File: src/rtl/huffman_symbol_decoder.sv
// huffman_symbol_decoder
// Bit-serial Huffman symbol decoder. Walks the 2-D tree produced by the
// paired huffman_builder one code bit at a time. Every tree row holds two
// entries (bit 0 / bit 1). An entry below NUMCODES is a leaf carrying the
// symbol. Any other entry points at the next row, stored as NUMCODES+row.
// Each code bit costs three cycles:
//   accept the bit and present the address,
//   let the builder register its read,
//   evaluate the returned entry.
// Any illegal entry, or a path longer than BITLENGTH, parks the block in a
// sticky error state that only istart (or reset) clears.

module huffman_symbol_decoder #(
    parameter int NUMCODES  = 288,
    parameter int BITLENGTH = 15,
    parameter int OUTWIDTH  = 10,
    // Tree address width: bits needed to index 2*NUMCODES-1 entries
    localparam int AW = $clog2(2 * NUMCODES),
    // Symbol width: bits needed to hold NUMCODES-1
    localparam int SW = $clog2(NUMCODES)
) (
    input  logic                clk,
    input  logic                rstn,
    input  logic                istart,
    input  logic                tree_done,
    output logic [AW-1:0]       tree_rdaddr,
    input  logic [OUTWIDTH-1:0] tree_rddata,
    input  logic                ibit_en,
    input  logic                ibit,
    output logic                ibit_rdy,
    output logic                osym_en,
    output logic [SW-1:0]       osym,
    output logic                oerr
);

    // Depth counter width: enough to count up to BITLENGTH
    localparam int DW = $clog2(BITLENGTH + 1);

    // The entry compares use one extra bit, so that v-NUMCODES can never
    // wrap around into a small, valid-looking row index.
    localparam logic [OUTWIDTH:0] NUM_EXT    = (OUTWIDTH + 1)'(NUMCODES);
    localparam logic [OUTWIDTH:0] NODE_LIMIT = (OUTWIDTH + 1)'(NUMCODES - 1);
    localparam logic [DW-1:0]     DEPTH_MAX  = DW'(BITLENGTH);

    typedef enum logic [2:0] {
        ST_IDLE,
        ST_BIT,
        ST_WAIT,
        ST_EVAL,
        ST_ERR
    } state_t;

    state_t            state;

    // Row index of the current tree node.
    // The largest legal row is NUMCODES-2, so it fits in AW-1 bits.
    // {treepos, ibit} is then exactly AW bits wide.
    logic [AW-2:0]     treepos;

    logic [DW-1:0]     depth;

    logic [OUTWIDTH:0] rd_ext;
    logic [OUTWIDTH:0] node_idx;
    logic              is_leaf;
    logic              bad_node;
    logic              at_max_depth;

    // Classify the entry returned by the builder: leaf, legal internal row, or illegal
    always_comb begin
        rd_ext       = {1'b0, tree_rddata};
        node_idx     = rd_ext - NUM_EXT;
        is_leaf      = (rd_ext < NUM_EXT);
        bad_node     = (node_idx >= NODE_LIMIT);
        at_max_depth = (depth == DEPTH_MAX);
    end

    // Walk FSM: restart and tree loss take priority, then one step of the tree walk per state
    always_ff @(posedge clk or negedge rstn) begin
        if (!rstn) begin
            state       <= ST_IDLE;
            treepos     <= '0;
            depth       <= '0;
            tree_rdaddr <= '0;
            ibit_rdy    <= 1'b0;
            osym_en     <= 1'b0;
            osym        <= '0;
            oerr        <= 1'b0;
        end else begin
            osym_en <= 1'b0;

            if (istart) begin
                // Restart wins over everything, even a leaf found this cycle.
                state    <= ST_IDLE;
                treepos  <= '0;
                depth    <= '0;
                ibit_rdy <= 1'b0;
                oerr     <= 1'b0;
            end else if ((state != ST_IDLE) && !tree_done) begin
                // The builder is rebuilding the tree, so the partial code is meaningless.
                state    <= ST_IDLE;
                treepos  <= '0;
                depth    <= '0;
                ibit_rdy <= 1'b0;
            end else begin
                case (state)
                    ST_IDLE: begin
                        if (tree_done && !oerr) begin
                            state    <= ST_BIT;
                            ibit_rdy <= 1'b1;
                        end
                    end

                    ST_BIT: begin
                        if (ibit_en) begin
                            tree_rdaddr <= {treepos, ibit};
                            depth       <= depth + DW'(1);
                            ibit_rdy    <= 1'b0;
                            state       <= ST_WAIT;
                        end
                    end

                    ST_WAIT: begin
                        state <= ST_EVAL;
                    end

                    ST_EVAL: begin
                        if (is_leaf) begin
                            osym     <= tree_rddata[SW-1:0];
                            osym_en  <= 1'b1;
                            treepos  <= '0;
                            depth    <= '0;
                            ibit_rdy <= 1'b1;
                            state    <= ST_BIT;
                        end else if (bad_node || at_max_depth) begin
                            oerr  <= 1'b1;
                            state <= ST_ERR;
                        end else begin
                            treepos  <= node_idx[AW-2:0];
                            ibit_rdy <= 1'b1;
                            state    <= ST_BIT;
                        end
                    end

                    ST_ERR: begin
                        ibit_rdy <= 1'b0;
                    end

                    default: begin
                        state    <= ST_IDLE;
                        ibit_rdy <= 1'b0;
                    end
                endcase
            end
        end
    end

endmodule

File: config.mk
export PLATFORM = sky130hd
export DESIGN_NAME = huffman_symbol_decoder
export DESIGN_NICKNAME = d
export VERILOG_FILES = /design/src/rtl/huffman_symbol_decoder.sv
export SDC_FILE = /design/constraint.sdc
export NUM_CORES = 1
export LEC_CHECK = 0
export ABC_AREA = 1
export BUFFER_PORTS_ARGS = -buffer_cell sky130_fd_sc_hd__buf_4
export CAP_MARGIN = 20
export CORE_ASPECT_RATIO = 0.7
export CORE_MARGIN = 1.5
export CORE_UTILIZATION = 45
export CTS_CLUSTER_DIAMETER = 40
export CTS_CLUSTER_SIZE = 25
export DETAILED_ROUTE_END_ITERATION = 8
export MAX_ROUTING_LAYER = met4
export PLACE_DENSITY = 0.73
export SETUP_SLACK_MARGIN = 0.1
export SLEW_MARGIN = 20
export SYNTH_ARGS = -nofsm -noshare
export SYNTH_HDL_FRONTEND = slang
export SYNTH_SLANG_ARGS = --single-unit
File: constraint.sdc
create_clock -name clk -period 2.3 [get_ports clk]
set_input_delay 0.23 -clock clk [delete_from_list [all_inputs] [get_ports clk]]
set_output_delay 0.23 -clock clk [all_outputs]
set_load 0.05 [all_outputs]
# Word level (Yosys, flattened, before mapping)
# Cells that the tools add are included.
[word_totals] ff_bits=38 inputBits=16 out_inout_bits=22 wordCells=79
[op_classes] add_sub_neg=2 n_lt_le_gt_ge=2 eq_ne=14 mux=33 bitwise_logic=2 n_reduce_logical=18
[ops] operator="2-to-1 mux 9 bit" count=5
[ops] operator="2-to-1 mux 3 bit" count=6
[ops] operator="2-to-1 mux 4 bit" count=4
[ops] operator="inequality test 4 bit, second input constant" count=4
[ops] operator="AND reduction 4 bit" count=4
[ops] operator="2-to-1 mux 1 bit" count=15
[ops] operator="one-hot mux 3 bit (5 select lines)" count=1
[ops] operator="greater-or-equal comparator 11 x 9 -> 1 bit, second input constant" count=1
[ops] operator="subtractor 10 x 9 -> 11 bit, second input constant" count=1
[ops] operator="< comparator 10 x 9 -> 1 bit, second input constant" count=1
[ops] operator="one-hot mux 4 bit (2 select lines)" count=1
[ops] operator="== test 3 x 2 -> 1 bit, second input constant" count=2
[ops] operator="inequality test 3 bit, second input constant" count=2
[ops] operator="AND reduction 3 bit" count=2
[ops] operator="nonzero test 3 bit" count=2
[ops] operator="inequality test 5 bit, second input constant" count=1
[ops] operator="adder 4 x 1 -> 4 bit, second input constant" count=1
[ops] operator="== test 4 bit, second input constant" count=1
[ops] operator="inequality test 2 bit, second input constant" count=2
[ops] operator="one-hot mux 1 bit (4 select lines)" count=1
[ops] operator="nonzero test 2 bit" count=2
[ops] operator="nonzero test 4 bit" count=1
[ops] operator="== test 3 x 1 -> 1 bit, second input constant" count=1
[ops] operator="== test 3 bit, second input constant" count=1
[ops] operator="other kinds (6)" count=9

# Depth between registers and ports, before layout
[logic_depth] ltp_word=8 depth_mapped=14 ltp_nobuf=14

# Least setup slack after synthesis
# OpenSTA, ideal clock, no wires.
[synth_timing] path_kind="input port to flip-flop" startpoint="in tree_rddata[5]" endpoint="reg treepos[8]" setup_time_ns=0.117 arrival_time_ns=1.382 required_time_ns=2.183 setup_slack_ns=0.801 stages=13 n_path_buf=1 cell_sequence="inv_1 > ha_1 > nand2_4 > nand2_4 > nand2_4 > nand2_2 > nor2_2 > nand2_2 > nand2_2 > nand2_4 > buf_12 > nand2_4 > o21ai_2"
[synth_between] elab_chain_cells=6 word_cells_on_any_way=11 cone_classes="1 x add/sub; 2 x order compare; 1 x eq/ne; 5 x mux; 2 x reduce/logical"
[synth_rtl] item="from (decl)" line="27" rtl="input logic [OUTWIDTH-1:0] tree_rddata,"
[synth_rtl] item="parallel branches: the longest is 6 deep, another holds subtractor 10 x 9 -> 11 bit"
[synth_rtl] item="to (signal assigned)" line="138" rtl="treepos <= node_idx[AW-2:0];"
[synth_rtl] item="to (decl)" line="58" rtl="logic [AW-2:0] treepos;"
# Several ways; the timed one is not identified. The select of a mux whose other input is x is not followed.
# A chain may end at the register's enable or synchronous reset.

# Final worst setup path
[layout_timing] startpoint="reg state[1]" endpoint="reg treepos[2]"
[layout_between] elab_chain_cells=4 word_cells_on_any_way=8 cone_classes="2 x eq/ne; 2 x mux; 4 x reduce/logical"
[layout_rtl] item="from (decl)" line="53" rtl="state_t state;"
[layout_rtl] item="from (signal assigned)" line="80" rtl="state <= ST_IDLE;"
[layout_rtl] item="from (signal assigned)" line="93" rtl="state <= ST_IDLE;"
[layout_rtl] item="from (signal assigned)" line="100" rtl="state <= ST_IDLE;"
[layout_rtl] item="nonzero test 3 bit" line="98" rtl="end else if ((state != ST_IDLE) && !tree_done) begin"
[layout_rtl] item="logical AND 1 bit" line="98"
[layout_rtl] item="inequality test 4 bit (no line) (tied with other cells)"
[layout_rtl] item="AND reduction 2 bit (no line) or 2-to-1 mux 9 bit (tied branches)"
# Parallel ways exist; a longest one is shown, timed or not.

==> qor.tcl <==
set qor(run_status) {complete, no violations}
set qor(cts.htree.levels) 2
set qor(dieArea_um2) 4960
set qor(place.detailed.hpwl_um) 2969
set qor(share_of_synthesized_cell_area_in_full_adder_half_adder_and_majority_cells_pct) 2.449
set qor(io-pin-count) 38
set qor(syn_to_final_growth_pct) 20.02
set qor(global_route.peak_usage_layer) {met1}
set qor(worst_r2r_startpoint) {state[1]$_DFFE_PN0P_}
set qor(synth_compound_area_share_pct) 8.267
set qor(netlist-cell-type-count) 23
set qor(synth_edf_count) 0
set qor(timing.critical_path.arrival_ns) 1.98
set qor(die_h_um) 59.38
set qor(relSlewSlack_pct) 67.46
set qor(grt-ovfl-total) 0
set qor(reg2reg_setup_slack_ns) 0.55
set qor(grt_first_pass_wirelength_um) 6920
set qor(maxCapViolCount) 0
set qor(post-synth-top-area-fraction_pct) 46.54
set qor(antenna_viol_nets_final) 0
set qor(path_common_cell) {sky130_fd_sc_hd__nand2_4}
set qor(drive_gt1_share_pct) 34.35
set qor(final.hold.worst_slack_ns) 0.1094
set qor(post_cts_resize_count) 0
set qor(critical_path.endpoint) {treepos[2]$_DFFE_PN0P_}
set qor(core_area_um2) 4354
set qor(instances_no_fill) 317
set qor(synth-seq-cells) 38
set qor(vias_in_the_first_global_route) 1449
set qor(buffer_type_at_the_clock_tree_root) {sky130_fd_sc_hd__clkbuf_8}
set qor(clk_pin_slew_worst_paths_ns) 0.08
set qor(timing_worst_slew_pin_value_ns) 0.4880
set qor(grt_max_degree) 39
set qor(netlist_top_cells_area) {sky130_fd_sc_hd__dfrtp_1 47%, sky130_fd_sc_hd__nand2_1 12%, sky130_fd_sc_hd__o21ai_2 6.0%}
set qor(cts-buffers-inserted) 5
set qor(port_buffers) 37
set qor(grt_antenna_before_repair) 0
set qor(worst_ep_required_time_ns) 2.52
set qor(num_antenna_cells) 0
set qor(cts_tree) {built}
set qor(total_leakage_power_uw) 0.001318
set qor(maximum_clock_skew_at_final_layout_ns) 0.006274
set qor(post_synth_and_or_nand_nor_area_fraction_pct) 29.82
set qor(routed_wire_length_per_instance_um) 12.54
set qor(final_period_minus_worst_setup_slack_ns) 1.753
set qor(yosys-mux-area-fraction_pct) 5.511
set qor(critical_register_to_register_path_endpoint) {treepos[2]$_DFFE_PN0P_}
set qor(netlist_area_um2) 2043
set qor(r2r.worst_path.cells) 9
set qor(period_share_pct) 76.23
set qor(viasPerCell) 4.738
set qor(synth_common_cells) {67 x sky130_fd_sc_hd__nand2_1, 38 x sky130_fd_sc_hd__dfrtp_1, 18 x sky130_fd_sc_hd__inv_1}
set qor(cts_sinks) 38
set qor(setup_viol_count_final) 0
set qor(global_route.usage.met2_pct) 26.02
set qor(critPathSlowestCell) {sky130_fd_sc_hd__dfrtp_1}
set qor(setup-tns-final_ns) 0
set qor(timing.critical_path.from) {state[1]$_DFFE_PN0P_}
set qor(synth_top_family_by_area) {simple AND/OR/NAND/NOR gates}
set qor(rd_place_congestion) 0.8636
set qor(die_w_um) 83.54
set qor(xor_xnor_fraction_of_synth_area_pct) 0.8573
set qor(postSynthNetCount) 239
set qor(critPathMaxStageDelay_ns) 0.46
set qor(post-layout-total-power_uw) 2685
set qor(crit_chain) {nor2_2, nand2_2, nand2_4, nand2_4, a21oi_4, nand2_2, nand2_4, nand2_1, o21ai_2}
set qor(min-delay-path-class) {in2reg}
set qor(max_freq_ghz) 0.5704
set qor(via_total_after_detailed_routing) 1502
set qor(detail_route.wirelength_um) 3975
set qor(synth.most_common_cell) {sky130_fd_sc_hd__nand2_1}
set qor(cts-root-to-sink-buffers) 2
set qor(worst_path_max_fanout) 18
set qor(crit_path_end_kind) {flip-flop}
set qor(dp_cell_count) 308
set qor(yosysSeqAreaShare_pct) 46.54
set qor(route.detailed.drc) 0
set qor(grt_setup_unrepaired) {false}
set qor(grt_use_met1_pct) 26.86
set qor(timing.critical_path.from_type) {flip-flop}
set qor(crit_type) {reg2reg}
set qor(post-route-util_pct) 56.32
set qor(synth_async_sr_flop_share_pct) 100.0
set qor(ys.warnings.count) 0
set qor(cp.buffers_inverters) 0
set qor(floorplan.rows) 20
set qor(drtIter0Drc) 61
set qor(netlist_instances) 219
set qor(peakVddDrop_mv) 0.7063
set qor(power.density_cell_area_nw_per_um2) 1095
set qor(nNetsFinal) 281
set qor(synthDominantAreaCellType) {sky130_fd_sc_hd__dfrtp_1}
set qor(synth_area_per_cell_um2) 9.330
set qor(grt_use_total_pct) 18.86
set qor(postSynth.topFlopCell) {sky130_fd_sc_hd__dfrtp_1}
set qor(grtUsageMet3_pct) 4.178
set qor(cp_top_family) {simple AND/OR/NAND/NOR gates}
set qor(insertion_delay_ns) 0.29
set qor(start_util_pct) 46.93
set qor(hold_viol_final) 0
set qor(final-max-slew-violation-count) 0
set qor(drtPass1Iterations) 4
set qor(cp.depth) 9
worst min path at each step:
stage	cells after the start	startpoint	endpoint	slack (ns)
CTS	2	istart	oerr$_DFFE_PN0P_	0.10
floorplan	0	rstn	depth[0]$_DFFE_PN0P_	-0.07
detailed placement	1	rstn	osym[1]$_DFFE_PN0P_	0.23
global placement	1	rstn	osym[1]$_DFFE_PN0P_	0.22
global route	2	istart	oerr$_DFFE_PN0P_	0.11
finish	2	istart	oerr$_DFFE_PN0P_	0.11
registers in the layout (all words and copies together), names as in the netlist:
| register | flops |
|---|---|
| tree_rdaddr | 10 |
| osym | 9 |
| ibit_rdy | 1 |
| osym_en | 1 |
| treepos | 9 |
| depth | 4 |
| oerr | 1 |
| state | 3 |
layout make-up:
| class | count | area [µm²] |
|---|---|---|
| Fill cell | 433 | 1902 |
| Multi-Input combinational cell | 155 | 958.4 |
| Sequential cell | 38 | 950.9 |
| Timing Repair Buffer | 38 | 287.8 |
| Inverter | 23 | 91.34 |
| Clock buffer | 6 | 82.58 |
| Tap cell | 55 | 68.82 |
| Clock inverter | 2 | 12.51 |
layer usage:
metal / wire [µm] / vias to the layer above
met5: 0 / -
met4: 72 / 0
met3: 155 / 7
met2: 1627 / 27
met1: 2121 / 694
li1: - / 774
logic make-up after synthesis:
logic type / after synthesis
fa+ha+maj: 4
buf+inv: 26
compound gates: 19
xor+xnor: 2
mux: 10
simple gates: 120
flops: 38
layout by cell type, fill, tap and decap left out, drive strengths merged:
cell type	n
a21oi	2
buf	37
clkbuf	6
clkinv	1
clkinvlp	1
dfrtp	38
dlygate4sd3	1
ha	4
inv	23
mux2	10
nand2	82
nand3	18
nor2	19
nor3b	1
o21a	1
o21ai	16
xnor2	2
power by group:
group	internal (µW)	switching [µW]	total [µW]
logic	394	846	1240
registers	849	115	964
clock network	241	241	481
total	1480	1200	2680
per-stage QoR:
stage	worst slack (ns)	instance area (µm²)
floorplan	0.8014	2043
global route	0.3840	2452
detailed placement	0.4914	2347
CTS	0.5418	2452
finish	0.5468	2452
global placement	0.5844	2347
repair_timing:
| item | 4_1_cts | 5_1_grt |
|---|---|---|
| hold endpoints to repair | 38 | 0 |
| hold buffers | 1 | 0 |
| setup buffers | 0 | 0 |
Power figures use the tool's default switching activity.
